[src/rtl/riscv_pkg.sv]
// Shared definitions for the multicycle RISC-V control unit.
// Holds the controller state encoding, the RV32I opcodes the controller
// dispatches on, the alu_ctrl / imm_src encodings driven to the datapath,
// the datapath mux select codes, and the operation class handed to
// alu_decoder.
package riscv_pkg;

  typedef enum logic [3:0] {
    FETCH    = 4'd0,
    DECODE   = 4'd1,
    MEMADR   = 4'd2,
    MEMREAD  = 4'd3,
    MEMWB    = 4'd4,
    MEMWRITE = 4'd5,
    EXECR    = 4'd6,
    EXECI    = 4'd7,
    ALUWB    = 4'd8,
    BRANCH   = 4'd9,
    JAL      = 4'd10,
    FAULT    = 4'd11
  } state_t;

  localparam logic [6:0] OP_LOAD   = 7'b0000011;
  localparam logic [6:0] OP_STORE  = 7'b0100011;
  localparam logic [6:0] OP_R      = 7'b0110011;
  localparam logic [6:0] OP_I      = 7'b0010011;
  localparam logic [6:0] OP_BRANCH = 7'b1100011;
  localparam logic [6:0] OP_JAL    = 7'b1101111;

  localparam logic [2:0] ALU_ADD = 3'b000;
  localparam logic [2:0] ALU_SUB = 3'b001;
  localparam logic [2:0] ALU_AND = 3'b010;
  localparam logic [2:0] ALU_OR  = 3'b011;
  localparam logic [2:0] ALU_SLT = 3'b101;

  localparam logic [2:0] IMM_I = 3'b000;
  localparam logic [2:0] IMM_S = 3'b001;
  localparam logic [2:0] IMM_B = 3'b010;
  localparam logic [2:0] IMM_J = 3'b011;

  // ALU operand A: current PC, PC of the instruction in IR, register A
  localparam logic [1:0] SRCA_PC    = 2'b00;
  localparam logic [1:0] SRCA_OLDPC = 2'b01;
  localparam logic [1:0] SRCA_REG   = 2'b10;
  // ALU operand B: register B, immediate, constant 4
  localparam logic [1:0] SRCB_REG  = 2'b00;
  localparam logic [1:0] SRCB_IMM  = 2'b01;
  localparam logic [1:0] SRCB_FOUR = 2'b10;
  // Result bus: registered ALU output, memory read data, live ALU result
  localparam logic [1:0] RES_ALUOUT = 2'b00;
  localparam logic [1:0] RES_DATA   = 2'b01;
  localparam logic [1:0] RES_ALU    = 2'b10;

  // What the controller wants from the ALU in the current state
  typedef enum logic [1:0] {
    ALU_CLS_ADD = 2'd0,  // address / PC arithmetic
    ALU_CLS_SUB = 2'd1,  // branch compare
    ALU_CLS_R   = 2'd2,  // register-register op, decoded from funct3/funct7_5
    ALU_CLS_I   = 2'd3   // register-immediate op, decoded from funct3
  } alu_cls_t;

endpackage

[src/rtl/alu_decoder.sv]
// ALU operation decoder.
// Maps the controller's operation class plus funct3/funct7_5 onto the
// alu_ctrl encoding and flags funct3 values the datapath does not support.
// Ports:
//   alu_cls   in  2  operation class (riscv_pkg::alu_cls_t encoding)
//   funct3    in  3  instr[14:12]
//   funct7_5  in  1  instr[30]
//   alu_ctrl  out 3  ALU operation select
//   illegal   out 1  unsupported R/I-type funct3
module alu_decoder
  import riscv_pkg::*;
(
  input  logic [1:0] alu_cls,
  input  logic [2:0] funct3,
  input  logic       funct7_5,
  output logic [2:0] alu_ctrl,
  output logic       illegal
);

  alu_cls_t cls;
  assign cls = alu_cls_t'(alu_cls);

  always_comb begin
    alu_ctrl = ALU_ADD;
    illegal  = 1'b0;
    case (cls)
      ALU_CLS_ADD: alu_ctrl = ALU_ADD;
      ALU_CLS_SUB: alu_ctrl = ALU_SUB;
      ALU_CLS_R, ALU_CLS_I: begin
        case (funct3)
          // bit 30 of an I-type word is immediate data, so only R-type subtracts
          3'b000:  alu_ctrl = (cls == ALU_CLS_R && funct7_5) ? ALU_SUB : ALU_ADD;
          3'b010:  alu_ctrl = ALU_SLT;
          3'b110:  alu_ctrl = ALU_OR;
          3'b111:  alu_ctrl = ALU_AND;
          default: illegal  = 1'b1;
        endcase
      end
      default: alu_ctrl = ALU_ADD;
    endcase
  end

endmodule

[src/rtl/multicycle_ctrl.sv]
// Multicycle RISC-V (RV32I subset) control unit.
// Sequences fetch / decode / execute / memory / writeback for loads, stores,
// R- and I-type ALU ops, beq/bne and jal, and parks in a sticky FAULT state
// on an unsupported instruction or a memory access that never completes.
// Optional feature macro: INSTRET_CNT_EN -- adds the 32-bit retired
// instruction counter; without it instret is tied to 0.
// Ports:
//   clk, rst (sync, active-low)
//   opcode/funct3/funct7_5  instruction fields from IR
//   eq                      ALU zero flag
//   mem_ready               memory completes the current access
//   mem_req, mem_we         memory request / write
//   ir_we, pc_we, reg_we    write strobes
//   adr_src, alu_src_a, alu_src_b, result_src, imm_src, alu_ctrl  selects
//   fault                   sticky error flag
//   instret                 retired instruction count
module multicycle_ctrl
  import riscv_pkg::*;
#(
  parameter int TIMEOUT_CYCLES = 16
) (
  input  logic        clk,
  input  logic        rst,
  input  logic [6:0]  opcode,
  input  logic [2:0]  funct3,
  input  logic        funct7_5,
  input  logic        eq,
  input  logic        mem_ready,
  output logic        mem_req,
  output logic        mem_we,
  output logic        ir_we,
  output logic        pc_we,
  output logic        reg_we,
  output logic        adr_src,
  output logic [1:0]  alu_src_a,
  output logic [1:0]  alu_src_b,
  output logic [1:0]  result_src,
  output logic [2:0]  imm_src,
  output logic [2:0]  alu_ctrl,
  output logic        fault,
  output logic [31:0] instret
);

  state_t   state_q, state_d;
  alu_cls_t alu_cls;
  logic     alu_illegal;
  logic     mem_req_c, mem_we_c, ir_we_c, pc_we_c, reg_we_c;
  logic     timeout_hit;

  always_ff @(posedge clk) begin
    if (!rst) state_q <= FETCH;
    else      state_q <= state_d;
  end

  // ALU class depends on state only, so the illegal flag feeding back into
  // next-state logic does not form a combinational loop.
  always_comb begin
    alu_cls = ALU_CLS_ADD;
    case (state_q)
      EXECR:   alu_cls = ALU_CLS_R;
      EXECI:   alu_cls = ALU_CLS_I;
      BRANCH:  alu_cls = ALU_CLS_SUB;
      default: alu_cls = ALU_CLS_ADD;
    endcase
  end

  alu_decoder u_alu_decoder (
    .alu_cls  (alu_cls),
    .funct3   (funct3),
    .funct7_5 (funct7_5),
    .alu_ctrl (alu_ctrl),
    .illegal  (alu_illegal)
  );

  always_comb begin
    state_d    = state_q;
    mem_req_c  = 1'b0;
    mem_we_c   = 1'b0;
    ir_we_c    = 1'b0;
    pc_we_c    = 1'b0;
    reg_we_c   = 1'b0;
    adr_src    = 1'b0;
    alu_src_a  = SRCA_PC;
    alu_src_b  = SRCB_REG;
    result_src = RES_ALUOUT;
    imm_src    = IMM_I;
    case (state_q)
      FETCH: begin
        mem_req_c  = 1'b1;
        alu_src_a  = SRCA_PC;
        alu_src_b  = SRCB_FOUR;
        result_src = RES_ALU;
        if (mem_ready) begin
          ir_we_c = 1'b1;
          pc_we_c = 1'b1;
          state_d = DECODE;
        end
      end
      DECODE: begin
        // Branch / jump target into ALUOut while the opcode is dispatched
        alu_src_a = SRCA_OLDPC;
        alu_src_b = SRCB_IMM;
        imm_src   = (opcode == OP_JAL) ? IMM_J : IMM_B;
        case (opcode)
          OP_LOAD, OP_STORE: state_d = MEMADR;
          OP_R:              state_d = EXECR;
          OP_I:              state_d = EXECI;
          OP_BRANCH:         state_d = BRANCH;
          OP_JAL:            state_d = JAL;
          default:           state_d = FAULT;
        endcase
      end
      MEMADR: begin
        alu_src_a = SRCA_REG;
        alu_src_b = SRCB_IMM;
        imm_src   = (opcode == OP_STORE) ? IMM_S : IMM_I;
        state_d   = (opcode == OP_STORE) ? MEMWRITE : MEMREAD;
      end
      MEMREAD: begin
        mem_req_c = 1'b1;
        adr_src   = 1'b1;
        if (mem_ready) state_d = MEMWB;
      end
      MEMWB: begin
        result_src = RES_DATA;
        reg_we_c   = 1'b1;
        state_d    = FETCH;
      end
      MEMWRITE: begin
        mem_req_c = 1'b1;
        mem_we_c  = 1'b1;
        adr_src   = 1'b1;
        if (mem_ready) state_d = FETCH;
      end
      EXECR: begin
        alu_src_a = SRCA_REG;
        alu_src_b = SRCB_REG;
        state_d   = alu_illegal ? FAULT : ALUWB;
      end
      EXECI: begin
        alu_src_a = SRCA_REG;
        alu_src_b = SRCB_IMM;
        imm_src   = IMM_I;
        state_d   = alu_illegal ? FAULT : ALUWB;
      end
      ALUWB: begin
        result_src = RES_ALUOUT;
        reg_we_c   = 1'b1;
        state_d    = FETCH;
      end
      BRANCH: begin
        // Compare rs1-rs2; ALUOut still holds the target from DECODE
        alu_src_a  = SRCA_REG;
        alu_src_b  = SRCB_REG;
        result_src = RES_ALUOUT;
        state_d    = FETCH;
        case (funct3)
          3'b000:  pc_we_c = eq;
          3'b001:  pc_we_c = !eq;
          default: state_d = FAULT;
        endcase
      end
      JAL: begin
        // PC takes the target from ALUOut; the ALU meanwhile forms old PC + 4
        // which the datapath steers to rd in the same cycle.
        alu_src_a  = SRCA_OLDPC;
        alu_src_b  = SRCB_FOUR;
        result_src = RES_ALUOUT;
        pc_we_c    = 1'b1;
        reg_we_c   = 1'b1;
        state_d    = FETCH;
      end
      FAULT:   state_d = FAULT;
      default: state_d = FAULT;
    endcase
    // A stalled access never advances on its own, so this only overrides a hold
    if (timeout_hit) state_d = FAULT;
  end

  // Reset blanks every strobe immediately, even before the state register clears
  assign mem_req = mem_req_c & rst;
  assign mem_we  = mem_we_c  & rst;
  assign ir_we   = ir_we_c   & rst;
  assign pc_we   = pc_we_c   & rst;
  assign reg_we  = reg_we_c  & rst;
  assign fault   = (state_q == FAULT);

  generate
    if (TIMEOUT_CYCLES == 0) begin : g_no_timeout
      assign timeout_hit = 1'b0;
    end else begin : g_timeout
      localparam int CNT_W = (TIMEOUT_CYCLES > 1) ? $clog2(TIMEOUT_CYCLES) : 1;
      logic [CNT_W-1:0] wait_cnt_q;
      logic             waiting;

      assign waiting     = mem_req_c && !mem_ready;
      // Counter holds the number of earlier consecutive wait cycles
      assign timeout_hit = waiting && (wait_cnt_q == CNT_W'(TIMEOUT_CYCLES - 1));

      always_ff @(posedge clk) begin
        if (!rst)                         wait_cnt_q <= '0;
        else if (waiting && !timeout_hit) wait_cnt_q <= wait_cnt_q + 1'b1;
        else                              wait_cnt_q <= '0;
      end
    end
  endgenerate

`ifdef INSTRET_CNT_EN
  logic [31:0] instret_q;

  always_ff @(posedge clk) begin
    if (!rst)
      instret_q <= '0;
    else if (state_d == FETCH && state_q != FETCH && state_q != FAULT)
      instret_q <= instret_q + 32'd1;
  end

  assign instret = instret_q;
`else
  assign instret = '0;
`endif

endmodule

[config.mk]
export PLATFORM = sky130hd
export DESIGN_NAME = multicycle_ctrl
export DESIGN_NICKNAME = d
export VERILOG_FILES = /design/src/rtl/riscv_pkg.sv /design/src/rtl/alu_decoder.sv /design/src/rtl/multicycle_ctrl.sv
export SDC_FILE = /design/constraint.sdc
export NUM_CORES = 1
export LEC_CHECK = 0
export ABC_CLOCK_PERIOD_IN_PS = 2250
export CAP_MARGIN = 5
export CORE_MARGIN = 2
export CORE_UTILIZATION = 27
export DETAILED_ROUTE_END_ITERATION = 8
export PLACE_DENSITY = 0.73
export RECOVER_POWER = 25
export SETUP_SLACK_MARGIN = 0.2
export SKIP_LAST_GASP = 1
export SLEW_MARGIN = 20
export SYNTH_ARGS = -nofsm -noshare
export SYNTH_HDL_FRONTEND = slang
export SYNTH_HIERARCHICAL = 1
export SYNTH_SLANG_ARGS = --single-unit
export TNS_END_PERCENT = 30
[constraint.sdc]
create_clock -name clk -period 2.25 [get_ports clk]
set_clock_uncertainty 0.1 [all_clocks]
set_input_delay 0.45 -clock clk [delete_from_list [all_inputs] [get_ports clk]]
set_output_delay 0.45 -clock clk [all_outputs]
set_load 0.01 [all_outputs]
# ---- Word-level counts from Yosys, hierarchy flattened
# Index checks and enable logic that the tools add are counted.
dict set report word_totals {
  ff_bits 8
  latchBits 0
  mem_bits_rw 0
  rom_bits 0
  input_bits 15
  wordCells 96
  memories 0
}
dict set report op_classes {
  n_addsub 1
  multipliers 0
  div_mod_pow 0
  n_lt_le_gt_ge 0
  n_eq_ne 31
  shift 0
  n_mux 29
  n_bitwise 6
  reduce_logical 26
}
# operator count
set ops {}
lappend ops {{$pmux W4 S8} 1}
lappend ops {{$eq A4 B4 Y1 const B} 5}
lappend ops {{$mux W4} 5}
lappend ops {{$pmux W4 S5} 1}
lappend ops {{$eq A4 B3 Y1 const B} 4}
lappend ops {{$pmux W2 S2} 4}
lappend ops {{$reduce_or A2 Y1} 8}
lappend ops {{$eq A7 B6 Y1 const B} 2}
lappend ops {{$eq A7 B7 Y1 const B} 2}
lappend ops {{$pmux W3 S4} 1}
lappend ops {{$mux W1} 11}
lappend ops {{$ne A3 B3 Y1 const B} 3}
lappend ops {{$pmux W3 S3} 1}
lappend ops {{$reduce_or A3 Y1} 3}
lappend ops {{$eq A4 B2 Y1 const B} 2}
lappend ops {{$reduce_or A4 Y1} 2}
lappend ops {{$eq A7 B2 Y1 const B} 1}
lappend ops {{$eq A7 B5 Y1 const B} 1}
lappend ops {{$eq A3 B3 Y1 const B} 2}
lappend ops {{$ne A2 B2 Y1 const B} 3}
lappend ops {{$pmux W2 S3} 1}
lappend ops {{$reduce_and A3 Y1} 2}
lappend ops {{$and A1 B1 Y1} 5}
lappend ops {{$add A4 B1 Y4 const B} 1}
lappend ops {{other kinds (16)} 22}

# ---- Logic depth before layout (Yosys ltp)
dict set report logic_depth {
  ltp_word 8
  ltp_mapped 8
  depth_no_buf 7
}

# ---- Hierarchy
# Netlist, hierarchy kept.
# module instances cells_per_inst area_each_um2 seq_area_each_um2
set modules_own_cells {}
lappend modules_own_cells {multicycle_ctrl 1 142 1012.2 160.2}
lappend modules_own_cells {alu_decoder 1 10 65.1 0.0}

# ---- Worst setup path before layout
# OpenSTA, ideal clock, no wires.
dict set report synth_path {
  path_type {register to output}
  start {reg state_q[3]}
  end {out alu_ctrl[0]}
  arrival_ps 1305
  required_ps 1700
  path_slack_ps 395
  stages_incl_launch_ff 9
  cell_sequence {dfxtp_1 buf_2 inv_1 and3_1 nor2_1 nor2_1 nor3b_2 o211ai_1 o21ai_1}
}
dict set report synth_between {
  elab_chain_len 7
}
# element line_no
set synth_rtl {}
lappend synth_rtl {{start, declared} multicycle_ctrl.sv:44} ;# state_t state_q, state_d;
lappend synth_rtl {{start signal, assigned} multicycle_ctrl.sv:52} ;# else state_q <= state_d;
lappend synth_rtl {{$eq A4 B4 Y1 / $eq A4 B3 Y1 (equally long branches)} multicycle_ctrl.sv:59} ;# case (state_q)
lappend synth_rtl {{$pmux W2 S3 (*)} multicycle_ctrl.sv:59}
lappend synth_rtl {{via alu_cls[1]} multicycle_ctrl.sv:45} ;# alu_cls_t alu_cls;
lappend synth_rtl {{$eq A2 B2 Y1} {alu_decoder.sv:26, alu_decoder.sv:32}}
lappend synth_rtl {{$logic_and A1 B1 Y1} alu_decoder.sv:32} ;# 3'b000: alu_ctrl = (cls == ALU_CLS_R && funct7_5) ? ALU_SUB : ALU_ADD;
lappend synth_rtl {{$mux W1} alu_decoder.sv:32}
lappend synth_rtl {{$pmux W3 S4} alu_decoder.sv:30} ;# case (funct3)
lappend synth_rtl {{$pmux W3 S3 (*)} alu_decoder.sv:26} ;# case (cls)
lappend synth_rtl {{end, declared} multicycle_ctrl.sv:39} ;# output logic [2:0] alu_ctrl,
# The timed path passes the listed nets; every way through them passes the cells marked *.

# ---- Final worst setup path
dict set report layout_path {
  start {reg state_q[3]}
  end {out imm_src[1]}
}
dict set report layout_between {
  elab_chain_len 2
}
# element line_no
set layout_rtl {}
lappend layout_rtl {{$eq A4 B2 Y1 / $eq A4 B1 Y1 (equally long branches)} multicycle_ctrl.sv:87} ;# case (state_q)
lappend layout_rtl {{$pmux W2 S2 (*)} multicycle_ctrl.sv:87}
lappend layout_rtl {{end, declared} multicycle_ctrl.sv:38} ;# output logic [2:0] imm_src,
# Every way passes the cells marked *; elsewhere a longest branch is shown, timed or not.

==> summary.md <==
| Metric | Value |
|---|---|
| Hold WC Path Type | `reg2reg` |
| Seq/Total Area, Yosys | `14.9%` |
| Via-to-Cell Ratio | `4.37` |
| Crit path buf inv count | `4` |
| GRT Overall Usage | `12.2%` |
| Leak Pwr | `0.000880 uW` |
| PortBufs | `32` |
| Die extent in y | `67.2 um` |
| Synth cell types | `44` |
| Critical path cell sequence | `buf_4 -> nor2_2 -> nand2_1 -> buf_4 -> inv_2 -> clkdlybuf4s50_1` |
| Syn Inst Count | `152` |
| EDFF count, synth | `0` |
| Req. time, crit path | `1.70 ns` |
| Clock transition at path regs | `0.04 ns` |
| Critical Path Fanout Max | `4` |
| Drt total wl | `2710 um` |
| Min cycle time layout | `2.21 ns` |
| Detail Placement HPWL | `2220 um` |
| Slowest CP cell | `clkdlybuf4s50_1` |
| Post-route total power | `1420 uW` |
| Clk root buf | `clkbuf_8` |
| Setup tns final | `0 ns` |
| Antenna violations before repair | `0` |
| IO Pins | `66` |
| Critical path class | `reg2out` |
| Yosys top cell area share | `23.0%` |
| CP Capture Type | `output pin` |
| Final setup vio count | `0` |
| Status | `finished clean` |
| Die span in x | `67.2 um` |
| Type of origin of the critical path | `flop` |
| CP max stage delay | `0.53 ns` |
| Max Cap Viol | `0` |
| Top post-synthesis cells by area | `buf_4, dfxtp_1, nor2_1, nand2_1, and3_1` |
| Final antenna-violating net count | `0` |
| Vias in the first global route | `971` |
| First-pass GRT wire length | `4230 um` |
| CTS tree | `yes` |
| P per Cell Area | `895 nW/um^2` |
| TritonRoute pass-1 iters | `4` |
| Clock Latency Late Sink | `0.23 ns` |
| Overflow after GRT | `0` |
| Synth async-reset ratio | `0%` |
| GPL Wtd Cong | `0.842` |
| Post-Route Utilization | `42.4%` |
| Main synth FF type | `dfxtp_1` |
| Share of cells above drive strength 1 | `24.9%` |
| RSZ-0062 raised after global routing | `true` |
| Peak supply drop | `0.000328 V` |
| Crit path max-delay family | `buffers and inverters` |
| Die ar. | `4510 um^2` |
| Achievable frequency | `453 MHz` |
| Final hold vios | `0` |
| Pin count of the biggest net entering global routing | `9` |
| Count leader, synth | `buf_4` |
| Initial core utilization | `28.8%` |
| Area Overhead vs Synth | `47.4%` |
| Syn. warnings | `6` |
| CP most frequent cell | `buf_4` |
| H-Tree Depth | `1` |
| Synth Cell Area | `1080 um^2` |
| Clock tree sinks | `8` |
| Post-synth top cells | `buf_4, nor2_1, nand2_1` |
| Final instance area | `1590 um^2` |
| Crit path DAT | `1.66 ns` |
| Placed Area | `1510 um^2` |
| Post-synthesis register bit count | `8` |
| Setup WS pre-CTS | `-0.408 ns` |
| Total CTS buffers | `3` |
| Max Buffers Root-to-Sink | `2` |
| Final setup margin | `0.0441 ns` |
| Core box area | `3740 um^2` |
| Initial DRC Count | `41` |
| Routed vias | `1122` |
| Period utilisation layout | `98.0%` |
| Antenna cell count | `0` |
| Drc violations | `0` |
| Largest area contributor in the netlist | `buf_4` |
| Final #Nets | `227` |
| Synth Area per Inst | `7.09 um^2` |
| WL per Instance | `10.5 um` |
| FP Rows | `22` |
| Pins Over Slew Limit | `0` |
==> state kept, by name, indices dropped and copies added, names as in the netlist <==
signal                count
state_q                   4
g_timeout.wait_cnt_q      4
==> where the power goes <==
| group | switching (uW) | internal, uW | leakage [uW] |
|---|---|---|---|
| registers | 45.3 | 184 | 0.0000671 |
| clock network | 56.1 | 116 | 0.0000216 |
| logic | 488 | 531 | 0.000791 |
| total | 590 | 831 | 0.000880 |
==> stage by stage <==
stage	cells	hold slack, ns
2_1_floorplan	184	0.318
3_3_place_gp	252	0.334
3_5_place_dp	252	0.361
4_1_cts	257	0.368
5_1_grt	257	0.401
6_report	257	0.361
==> path summary, 6_finish.rpt <==
path | startpoint | to | slack [ns] | depth (start not counted)
min reg2reg | g_timeout.wait_cnt_q[0]$_SDFF_PN0_ | g_timeout.wait_cnt_q[0]$_SDFF_PN0_ | 0.36 | 1
max | state_q[3]$_SDFFE_PN0P_ | imm_src[1] | 0.04 | 6
min | g_timeout.wait_cnt_q[0]$_SDFF_PN0_ | g_timeout.wait_cnt_q[0]$_SDFF_PN0_ | 0.36 | 1
max reg2reg | state_q[3]$_SDFFE_PN0P_ | state_q[0]$_SDFFE_PN0P_ | 0.53 | 7
==> worst reg2reg max path: cells and delay by family, from the launching register on <==
family | cells | cell delay (ns)
AO/OA/AOI/OAI | 3 | 0.61
buffers and inverters | 2 | 0.23
flip-flops | 1 | 0.34
AND/OR/NAND/NOR | 2 | 0.31
==> per-layer routing <==
layer,part of all wire (%),global-route usage [%],up-vias
met3,9.3,2.83,4
met1,42,14.4,494
li1,-,-,573
met4,1.3,4.85,0
met2,47,21.0,51
met5,0,0,-
==> layout by cell type, fill, tap and decap left out, types with 2 or more instances in the layout <==
cell and count:
o22ai_1 2, clkdlybuf4s50_1 8, buf_2 4, and3_1 6
mux2i_1 2, xor2_1 4, o31ai_1 3, nor2_2 2
dfxtp_2 3, nand2b_1 2, dlygate4sd2_1 10, a32oi_1 2
nand2_1 11, dlymetal6s2s_1 10, buf_4 31, conb_1 33
nand3_1 4, nand4_1 2, nor2_1 14, o21ai_0 5
clkbuf_8 3, o211ai_1 2, dfxtp_1 4, o311a_1 2
o21ai_1 2, xnor2_1 2, nor3_1 4, inv_1 7
nand4bb_1 2
==> cell type report <==
cell class                      count  area [um^2]
Tap cell                           48         60.1
Timing Repair Buffer               63          546
Sequential cell                     8          168
Inverter                            8         30.0
Fill cell                         399         2160
Clock buffer                        3         41.3
Multi-Input combinational cell    127          743
==> timing repair <==
action | CTS | global route
setup endpoints to repair | 18 | 19
endpoints found under the hold margin | 0 | 0
resized for setup | 36 | 11
pin swaps | 6 | 3
setup buffers | 2 | 0
hold buffers | 0 | 0
==> kinds of logic after synthesis <==
logic type	Yosys count	share of synthesized area, %
AOI/OAI and AO/OA	27	18.6
xor gates and xnor gates	6	4.88
adders and majority gates	1	1.16
buffers and inverters	49	29.2
DFF	8	14.9
muxes	3	2.90
other	1	0.348
and+or+nand+nor	57	28.1
No activity file was read; power rests on OpenSTA's default activity.
